## src/rtl/layer7_weight_seq_ctrl.sv

```systemverilog
// Layer-7 weight memory sequencer: streams a weight load into the write port, then walks groups on the read port.
// Optional LAYER7_WCTRL_CHECKSUM_EN adds a running 16-bit sum of the words accepted in the most recent load.
module layer7_weight_seq_ctrl #(
    parameter int unsigned WEIGHT_NUM = 2000,
    parameter int unsigned AW         = 16
) (
    input  logic          clk,
    input  logic          rst,
    input  logic          load_start,
    input  logic [AW-1:0] load_count,
    input  logic [15:0]   in_weight_data,
    input  logic          in_weight_valid,
    output logic          in_weight_ready,
    output logic          write_weight_signal,
    output logic [AW-1:0] write_weight_addr,
    output logic [15:0]   write_weight_data,
    output logic          load_done,
    input  logic          compute_start,
    input  logic [AW-1:0] group_count,
    output logic          read_weight_signal,
    output logic [AW-1:0] read_weight_addr1,
    output logic [AW-1:0] read_weight_addr2,
    output logic          group_valid,
    input  logic          group_ready,
    output logic          compute_done,
    output logic          cfg_error,
    output logic [15:0]   load_checksum
);

    localparam int unsigned DW        = 16;
    localparam int unsigned CW        = AW + 4;
    localparam int unsigned BANK2_OFS = 25;

    typedef enum logic [1:0] {
        S_IDLE   = 2'd0,
        S_LOAD   = 2'd1,
        S_LOADED = 2'd2,
        S_READ   = 2'd3
    } state_t;

    state_t        state_q, state_d;
    logic [AW-1:0] wr_cnt_q, wr_cnt_d;
    logic [AW-1:0] load_cnt_q, load_cnt_d;
    logic [AW-1:0] loaded_cnt_q, loaded_cnt_d;
    logic [AW-1:0] grp_q, grp_d;
    logic [AW-1:0] grp_cnt_q, grp_cnt_d;
    logic          wr_en_q, wr_en_d;
    logic [AW-1:0] wr_addr_q, wr_addr_d;
    logic [DW-1:0] wr_data_q, wr_data_d;
    logic          load_done_q, load_done_d;
    logic          compute_done_q, compute_done_d;
    logic          cfg_error_q, cfg_error_d;
`ifdef LAYER7_WCTRL_CHECKSUM_EN
    logic [DW-1:0] csum_q, csum_d;
`endif

    logic load_legal;
    logic group_legal;

    // Start legality: load must fit the memory; the last group's second bank must lie inside loaded data
    assign load_legal  = (load_count != '0) && (load_count <= AW'(WEIGHT_NUM));
    assign group_legal = (group_count != '0) &&
                         (((CW'(group_count) << 3) + CW'(BANK2_OFS)) <= CW'(loaded_cnt_q));

    // Next-state and registered-output logic
    always_comb begin
        state_d        = state_q;
        wr_cnt_d       = wr_cnt_q;
        load_cnt_d     = load_cnt_q;
        loaded_cnt_d   = loaded_cnt_q;
        grp_d          = grp_q;
        grp_cnt_d      = grp_cnt_q;
        wr_en_d        = 1'b0;
        wr_addr_d      = wr_addr_q;
        wr_data_d      = wr_data_q;
        load_done_d    = 1'b0;
        compute_done_d = 1'b0;
        cfg_error_d    = 1'b0;
`ifdef LAYER7_WCTRL_CHECKSUM_EN
        csum_d         = csum_q;
`endif
        case (state_q)
            S_IDLE: begin
                if (load_start) begin
                    if (load_legal) begin
                        state_d      = S_LOAD;
                        wr_cnt_d     = '0;
                        load_cnt_d   = load_count;
                        loaded_cnt_d = '0;
`ifdef LAYER7_WCTRL_CHECKSUM_EN
                        csum_d       = '0;
`endif
                    end else begin
                        cfg_error_d = 1'b1;
                    end
                end else if (compute_start) begin
                    cfg_error_d = 1'b1;
                end
            end
            S_LOAD: begin
                if (in_weight_valid) begin
                    wr_en_d   = 1'b1;
                    wr_addr_d = wr_cnt_q;
                    wr_data_d = in_weight_data;
`ifdef LAYER7_WCTRL_CHECKSUM_EN
                    csum_d    = csum_q + in_weight_data;
`endif
                    if (wr_cnt_q == load_cnt_q - AW'(1)) begin
                        state_d      = S_LOADED;
                        loaded_cnt_d = load_cnt_q;
                        load_done_d  = 1'b1;
                        wr_cnt_d     = '0;
                    end else begin
                        wr_cnt_d = wr_cnt_q + AW'(1);
                    end
                end
            end
            S_LOADED: begin
                // Reload takes priority over a simultaneous compute request
                if (load_start) begin
                    if (load_legal) begin
                        state_d      = S_LOAD;
                        wr_cnt_d     = '0;
                        load_cnt_d   = load_count;
                        loaded_cnt_d = '0;
`ifdef LAYER7_WCTRL_CHECKSUM_EN
                        csum_d       = '0;
`endif
                    end else begin
                        cfg_error_d = 1'b1;
                    end
                end else if (compute_start) begin
                    if (group_legal) begin
                        state_d   = S_READ;
                        grp_d     = '0;
                        grp_cnt_d = group_count;
                    end else begin
                        cfg_error_d = 1'b1;
                    end
                end
            end
            S_READ: begin
                if (group_ready) begin
                    if (grp_q == grp_cnt_q - AW'(1)) begin
                        state_d        = S_LOADED;
                        compute_done_d = 1'b1;
                        grp_d          = '0;
                    end else begin
                        grp_d = grp_q + AW'(1);
                    end
                end
            end
            default: state_d = S_IDLE;
        endcase
    end

    // State and output registers
    always_ff @(posedge clk or negedge rst) begin
        if (!rst) begin
            state_q        <= S_IDLE;
            wr_cnt_q       <= '0;
            load_cnt_q     <= '0;
            loaded_cnt_q   <= '0;
            grp_q          <= '0;
            grp_cnt_q      <= '0;
            wr_en_q        <= 1'b0;
            wr_addr_q      <= '0;
            wr_data_q      <= '0;
            load_done_q    <= 1'b0;
            compute_done_q <= 1'b0;
            cfg_error_q    <= 1'b0;
        end else begin
            state_q        <= state_d;
            wr_cnt_q       <= wr_cnt_d;
            load_cnt_q     <= load_cnt_d;
            loaded_cnt_q   <= loaded_cnt_d;
            grp_q          <= grp_d;
            grp_cnt_q      <= grp_cnt_d;
            wr_en_q        <= wr_en_d;
            wr_addr_q      <= wr_addr_d;
            wr_data_q      <= wr_data_d;
            load_done_q    <= load_done_d;
            compute_done_q <= compute_done_d;
            cfg_error_q    <= cfg_error_d;
        end
    end

`ifdef LAYER7_WCTRL_CHECKSUM_EN
    always_ff @(posedge clk or negedge rst) begin
        if (!rst) begin
            csum_q <= '0;
        end else begin
            csum_q <= csum_d;
        end
    end
    assign load_checksum = csum_q;
`else
    assign load_checksum = 16'd0;
`endif

    assign in_weight_ready     = (state_q == S_LOAD);
    assign read_weight_signal  = (state_q == S_READ);
    assign group_valid         = (state_q == S_READ);
    assign write_weight_signal = wr_en_q;
    assign write_weight_addr   = wr_addr_q;
    assign write_weight_data   = wr_data_q;
    assign load_done           = load_done_q;
    assign read_weight_addr1   = grp_q;
    assign read_weight_addr2   = grp_q;
    assign compute_done        = compute_done_q;
    assign cfg_error           = cfg_error_q;

endmodule

```

## config.mk

```make
export PLATFORM = sky130hd
export DESIGN_NAME = layer7_weight_seq_ctrl
export DESIGN_NICKNAME = d
export VERILOG_FILES = /design/src/rtl/layer7_weight_seq_ctrl.sv
export SDC_FILE = /design/constraint.sdc
export NUM_CORES = 1
export LEC_CHECK = 0
export CAP_MARGIN = 20
export CORE_MARGIN = 2
export CORE_UTILIZATION = 55
export CTS_BUF_LIST = sky130_fd_sc_hd__clkbuf_4
export CTS_CLUSTER_SIZE = 10
export DETAILED_ROUTE_END_ITERATION = 12
export HOLD_SLACK_MARGIN = 0.05
export PLACE_DENSITY = 0.81
export SLEW_MARGIN = 15
export SYNTH_ARGS = -nofsm -noshare
export SYNTH_HDL_FRONTEND = slang
export SYNTH_SLANG_ARGS = --single-unit
```

## constraint.sdc

```tcl
create_clock -name clk -period 6.2 [get_ports clk]
set_input_delay 0.62 -clock clk [delete_from_list [all_inputs] [get_ports clk]]
set_output_delay 0.62 -clock clk [all_outputs]
set_load 0.05 [all_outputs]
```

Yosys cells after proc, flatten, opt, wreduce, memory -nomap -nowiden
Cells that the tools add are included.
- register bits: 118
- output and inout bits: 87
- multiplexer cells: 39
- bitwise operators: 1
- add/subtract/negate cells: 5
- order comparisons: 2
- reductions and logical operators: 15
- equal/unequal tests: 17
- operator list (operator ; count):
    two-way mux 16 bit ; 11
    case mux 16 bit (2 select lines) ; 3
    adder 16 x 1 -> 16 bit, second input constant ; 2
    == test 16 bit ; 2
    nonzero test 16 bit ; 2
    subtractor 16 x 1 -> 16 bit, second input constant ; 2
    adder 19 x 5 -> 20 bit, second input constant ; 1
    <= comparator 20 x 16 -> 1 bit ; 1
    two-way mux 2 bit ; 9
    <= comparator 16 x 11 -> 1 bit, second input constant ; 1
    two-way mux 1 bit ; 14
    inequality test 2 x 1 -> 1 bit, second input constant ; 5
    inequality test 2 bit, second input constant ; 5
    AND reduction 5 bit ; 2
    case mux 2 bit (4 select lines) ; 1
    AND reduction 4 bit ; 2
    AND reduction 7 bit ; 1
    inequality test 3 bit, second input constant ; 2
    == test 2 bit, second input constant ; 2
    nonzero test 2 bit ; 2
    AND reduction 3 bit ; 1
    == test 2 x 1 -> 1 bit, second input constant ; 1
    logical AND 1 bit ; 2
    logical NOT 2 bit ; 1
    4 further kinds ; 4

Depth between registers and ports, before layout
- depth after elaboration: 7
- gate-level depth with buffers: 17

Least setup slack after synthesis
No wires, ideal clock.
- kind: in2reg
- start point: input port group_count[0]
- end point: register grp_cnt_q[10]
- arrival: 3.614 ns
- setup slack: 2.461 ns
- path buffers: 2
- data required time: 6.075 ns
- stages on the path: 16
- cell sequence: inv_1 -> ha_1 -> nand3b_1 -> nor2_1 -> nand2_1 -> xnor2_1 -> ha_1 -> nand4_1 -> nor4bb_1 -> nand2_1 -> a221oi_1 -> nand3_1 -> or2_1 -> clkbuf_1 -> clkbuf_1 -> mux2_2
- cells in the longest elaborated chain, start to end: 4
- elaborated cells between the ends (all ways): 5
- classes of those cells: add/sub: 1; order compare: 1; reduce/logical: 3
- ends and longest elaborated chain (item ; RTL line ; RTL):
    start, declared ; 19 ; input logic [AW-1:0] group_count,
    adder 19 x 5 -> 20 bit ; 63 ; (((CW'(group_count) << 3) + CW'(BANK2_OFS)) <= CW'(loaded_cnt_q));
    <= comparator 20 x 16 -> 1 bit ; 63 ;
    logical AND 1 bit (*) ; 62 ; assign group_legal = (group_count != '0) &&
    AND reduction 4 bit (no line) (*) ; n/a ;
    end signal, assigned ; 178 ; grp_cnt_q <= grp_cnt_d;
    end, declared ; 46 ; logic [AW-1:0] grp_cnt_q, grp_cnt_d;
Mark *: on every way between the ends. The rest lies on a longest branch, timed or not.
A chain may end at the register's enable or synchronous reset.

Final worst setup path
- start point: input port group_count[0]
- end point: register grp_q[3], in the netlist read_weight_addr1[3]
- cells in the longest elaborated chain, start to end: 5
- elaborated cells between the ends (all ways): 6
- classes of those cells: add/sub: 1; order compare: 1; eq/ne: 1; reduce/logical: 3
- ends and longest elaborated chain (item ; RTL line ; RTL):
    adder 19 x 5 -> 20 bit ; 63 ;
    <= comparator 20 x 16 -> 1 bit ; 63 ;
    logical AND 1 bit (*) ; 62 ;
    inequality test 2 bit (no line) (*) ; n/a ;
    AND reduction 5 bit (no line) (*) ; n/a ;
    end signal, assigned ; 177 ; grp_q <= grp_d;
    end, declared ; 45 ; logic [AW-1:0] grp_q, grp_d;
Marks and branches as above.

==> summary.md <==
Area used by multi-input combinational logic: 0.00386 mm2. The cell family contributing the most delay on the critical path is compound AO/OA/AOI/OAI gates. The area growth from synthesis to final layout was 18.9%; the number of vias in the routed layout was 6459. Timing analysis after detailed placement gives a worst setup slack of 1.17 ns. The clock-pin slew of the registers on the worst-case setup and hold paths came out at 0.12 ns. Pin placement for this block handled 141 I/O pins. The relative contribution of the clock network to total power came out at 0.191.

The logs give 0.00843 mm2 for the placed instance area and 72 for the number of distinct standard cells referenced by the synthesized netlist. The critical path is of the input port to flip-flop type. The worst slew slack as a fraction of its limit is 0.310, and the clock latency on the worst-skew pair is 0.54 ns. Setup repair after global routing left no endpoint under its margin. The final period utilization works out to 0.732. The tools report the root buffer cell as clkbuf_4. The combinational power share came out at 0.408. The H-tree was split into 4 levels. Summing all flip-flop and latch instances after layout gives 0.00295 mm2. The tool flagged a number of max-cap violations equal to 0.

After detailed routing, the number of remaining DRC violations is 0. The floorplan step set the die width to 119 um. The share of the synthesized area in compound gates (AO/OA/AOI/OAI) is 0.140, and the count of cell instances traversed by the critical path is 16. The remaining global-route overflow was 0; the met2 usage was 0.413.

In this run, synthesis inferred 0 flip-flops with an integrated enable. The count of filler cells inserted in the layout came out at 1108. Met3 track demand over resource: 0.0469.

The mux cell area share after synthesis works out to 0.0396. By count the netlist is led by 158 x nand2_1, 118 x dfrtp_1, 48 x nand3_1. The tools report the type of origin of the critical path as an input port. The largest family of logic cells by synthesized area was simple AND/OR/NAND/NOR gates. The aggregate global-route resource usage is 0.256. In this run the cell area of the synthesized design comes to 0.00733 mm2.

The final non-filler cell area is 0.00872 mm2, and the clock tree skew after final layout is 0.0273 ns. For the via count of the first global-routing pass, the log shows 6031. Wires add up to 17700 um. The worst setup path is captured at a flip-flop. For the final routed database, the setup TNS stands at 0 ns.

The tools report the non-filler instance count after layout as 1107. Sorting the synthesized cells by area gives the leading types as dfrtp_1 40%, nand2_1 8.1%, xnor2_1 3.8%. The most frequent cell after synthesis is nand2_1. The worst setup margin was 1.66 ns. The first detailed-routing pass took 6 iterations.

The minimum hold slack was 0.156 ns; the maximum number of pins on one net before global-route repair was 65. At the end of routability-driven placement, the weighted congestion stood at 0.955. The adder and majority gate portion of the synthesized area was 0.0324; the initial standard-cell utilization of the core was 0.558. The setup-violating endpoint count in the final report is 0. The fraction of the mapped netlist area in simple logic gates works out to 0.255.

The number of placed instances, taps included, is 1075. The run finished with clean final reports. Share of cells above drive strength 1: 0.0816. In this design, the stage delay of the slowest critical-path cell is 0.85 ns. For the pin with the worst max-slew slack, the measured transition is 1.03 ns. The count of synthesis-stage warnings from yosys is 0, and the number of vias per cell after detailed routing is 5.83. Total count of hold-check failures in the final report: 0. Measured in cells, the most critical reg-to-reg path has a length of 9. The number of slew-limit violations in the final report was 0; the number of sinks on the clock net was 118. For this design the total switching power over the nets is 0.00136 W. The final routed wire length divided by cell count is 16.0 um. STA puts the critical path data required time at 6.64 ns. Clock tree synthesis inserted a total of 17 buffers. The peak supply drop was 0.278 mV; the async set-reset flop share out of synthesis was 1.00. STA puts the critical path data arrival time at 4.97 ns.

In this run the mean area of a mapped cell was 8.75 um2. For the fraction of power consumed by sequential logic, the log shows 0.400. Summed over all instances, the cell type with the most area after synthesis is dfrtp_1. The tools report the global-route wire length before repair as 29700 um. The total area inside the core boundary comes to 0.0131 mm2.

The run gives 0.403 as the sequential fraction of the synthesis area. The count of buffer and inverter cells on the critical path is 2, and the initial antenna violation count is 0. Xor/xnor cell area share of the yosys netlist: 0.0502. For this run, the post-layout net count is 991.

Row generation in the floorplan step produced 42 rows. The HPWL after detailed placement is 12500 um. The areal power density over the cells was 351 mW/mm2; the maximum clock path buffer count was 2. The internal portion of the total power is 0.00170 W. Post-synthesis register bit count: 118. The count of buffers added on input and output ports is 124.

The biggest fanout along the worst timing path is 16. The proportion of total power due to net switching came out at 0.444. TritonCTS built the clock tree. The cell with the largest stage delay on the worst path is o21ai_1. The fmax came out at 0.220 GHz. The proportion of netlist area held by the largest area contributor works out to 0.403. The signal on the critical path passes through clkdlybuf4s50_1 > inv_1 > ha_1 > nand3b_1 > nor2_1 > nand2_1 > xnor2_1 > ha_1 > nand4_1 > nor4bb_1 > nand2_1 > a221oi_1 > nand3_1 > o21ai_1 > o21ai_0 > a22o_1. After clock tree synthesis, the setup repair step added 0 buffers. In this run, the number of DRC markers left after iteration 0 of detailed routing was 664.

In this run the worst hold path is classified as input port to asynchronous set/reset pin. The number of gates resized after cts is 0, and the remaining antenna violation count is 0. The static leakage power is 3.91 nW.

The tools report the met1 routing resource usage after global routing as 0.344. Most heavily used metal layer in global routing: met2. The minimum period implied by the final worst setup slack was 4.54 ns.

In this run, post-CTS hold repair placed 0 buffers. The floorplan step defined a die boundary enclosing 0.0143 mm2. Counting every instance in the synthesized netlist gives 838.

The number of antenna diodes in the final layout is 0. The die span in y works out to 119 um. The most used flip-flop cell after synthesis was dfrtp_1.
## routing by layer
layer | share of wire | wire length (um)
met5 | 0 | 0
met4 | 0.019 | 338
met3 | 0.051 | 897
met2 | 0.49 | 8680
met1 | 0.44 | 7780
## worst reg2reg max path: stages (launching register included)
cell and delay [ns]:
dfrtp_1 0.48, nor4_2 0.83, nand4_1 0.28, mux2_1 0.38, mux2i_1 0.13, a21oi_1 0.09
or4_1 0.77, buf_4 0.35, nand3_1 0.14, o211ai_1 0.10
## power by group through the flow
| stage | clock, W | combinational [W] | sequential, W |
|---|---|---|---|
| after CTS | 0.000592 | 0.00125 | 0.00122 |
| final | 0.000584 | 0.00125 | 0.00122 |
| after global placement | 0 | 0.00123 | 0.00123 |
| after detailed placement | 0 | 0.00125 | 0.00124 |
| after floorplan | 0 | 0.000688 | 0.00141 |
| after global routing | 0.000628 | 0.00137 | 0.00126 |
## stage by stage
stage,utilization,total power (W)
CTS,0.664,0.00307
finish,0.664,0.00306
detailed placement,0.641,0.00249
global placement,0.641,0.00245
floorplan,-,0.00209
global route,0.664,0.00326
## registers in the layout (all words and copies together) (netlist names)
register,count
state_q,2
write_weight_signal,1
write_weight_data,16
compute_done,1
loaded_cnt_q,16
wr_cnt_q,16
grp_cnt_q,16
load_done,1
read_weight_addr1,16
write_weight_addr,16
cfg_error,1
load_cnt_q,16
## area by class of cell
| class | count | share of cell area |
|---|---|---|
| clock buffer | 17 | 0.0146 |
| multi-input combinational | 622 | 0.442 |
| tap | 176 | 0.0253 |
| sequential | 118 | 0.339 |
| inverter | 28 | 0.0121 |
| timing repair buffer | 131 | 0.148 |
| clock inverter | 15 | 0.0188 |
## cell families after synthesis
logic type | after synthesis
buf+inv | 113
compound gates | 145
simple gates | 374
flops | 118
xor+xnor | 42
other cells | 1
mux | 26
fa+ha+maj | 19
## path summary, 6_finish.rpt
kind,endpoint,slack [ns],from
worst min register to register,write_weight_addr[5],0.49,write_weight_addr[5]
worst max register to register,loaded_cnt_q[11],2.54,load_cnt_q[5]
worst max-delay path,read_weight_addr1[3],1.66,group_count[0]
max in group asynchronous,wr_cnt_q[0],4.80,rst
worst min-delay path,grp_cnt_q[0],0.16,rst
min in group clk,write_weight_addr[5],0.49,write_weight_addr[5]
## layout by cell type, fill, tap and decap left out, drive strengths merged, types with 14 or more instances in the layout
cell / n
conb: 16
nand3: 48
ha: 19
o21ai: 35
and3: 21
nand4: 17
nand2: 158
nor2: 29
a21oi: 14
mux2: 24
clkbuf: 17
inv: 35
clkdlybuf4s50: 123
o211ai: 23
xnor2: 32
dfrtp: 118
a22o: 14
nor2b: 21
nor3: 19
(Power assumes the default switching activity.)
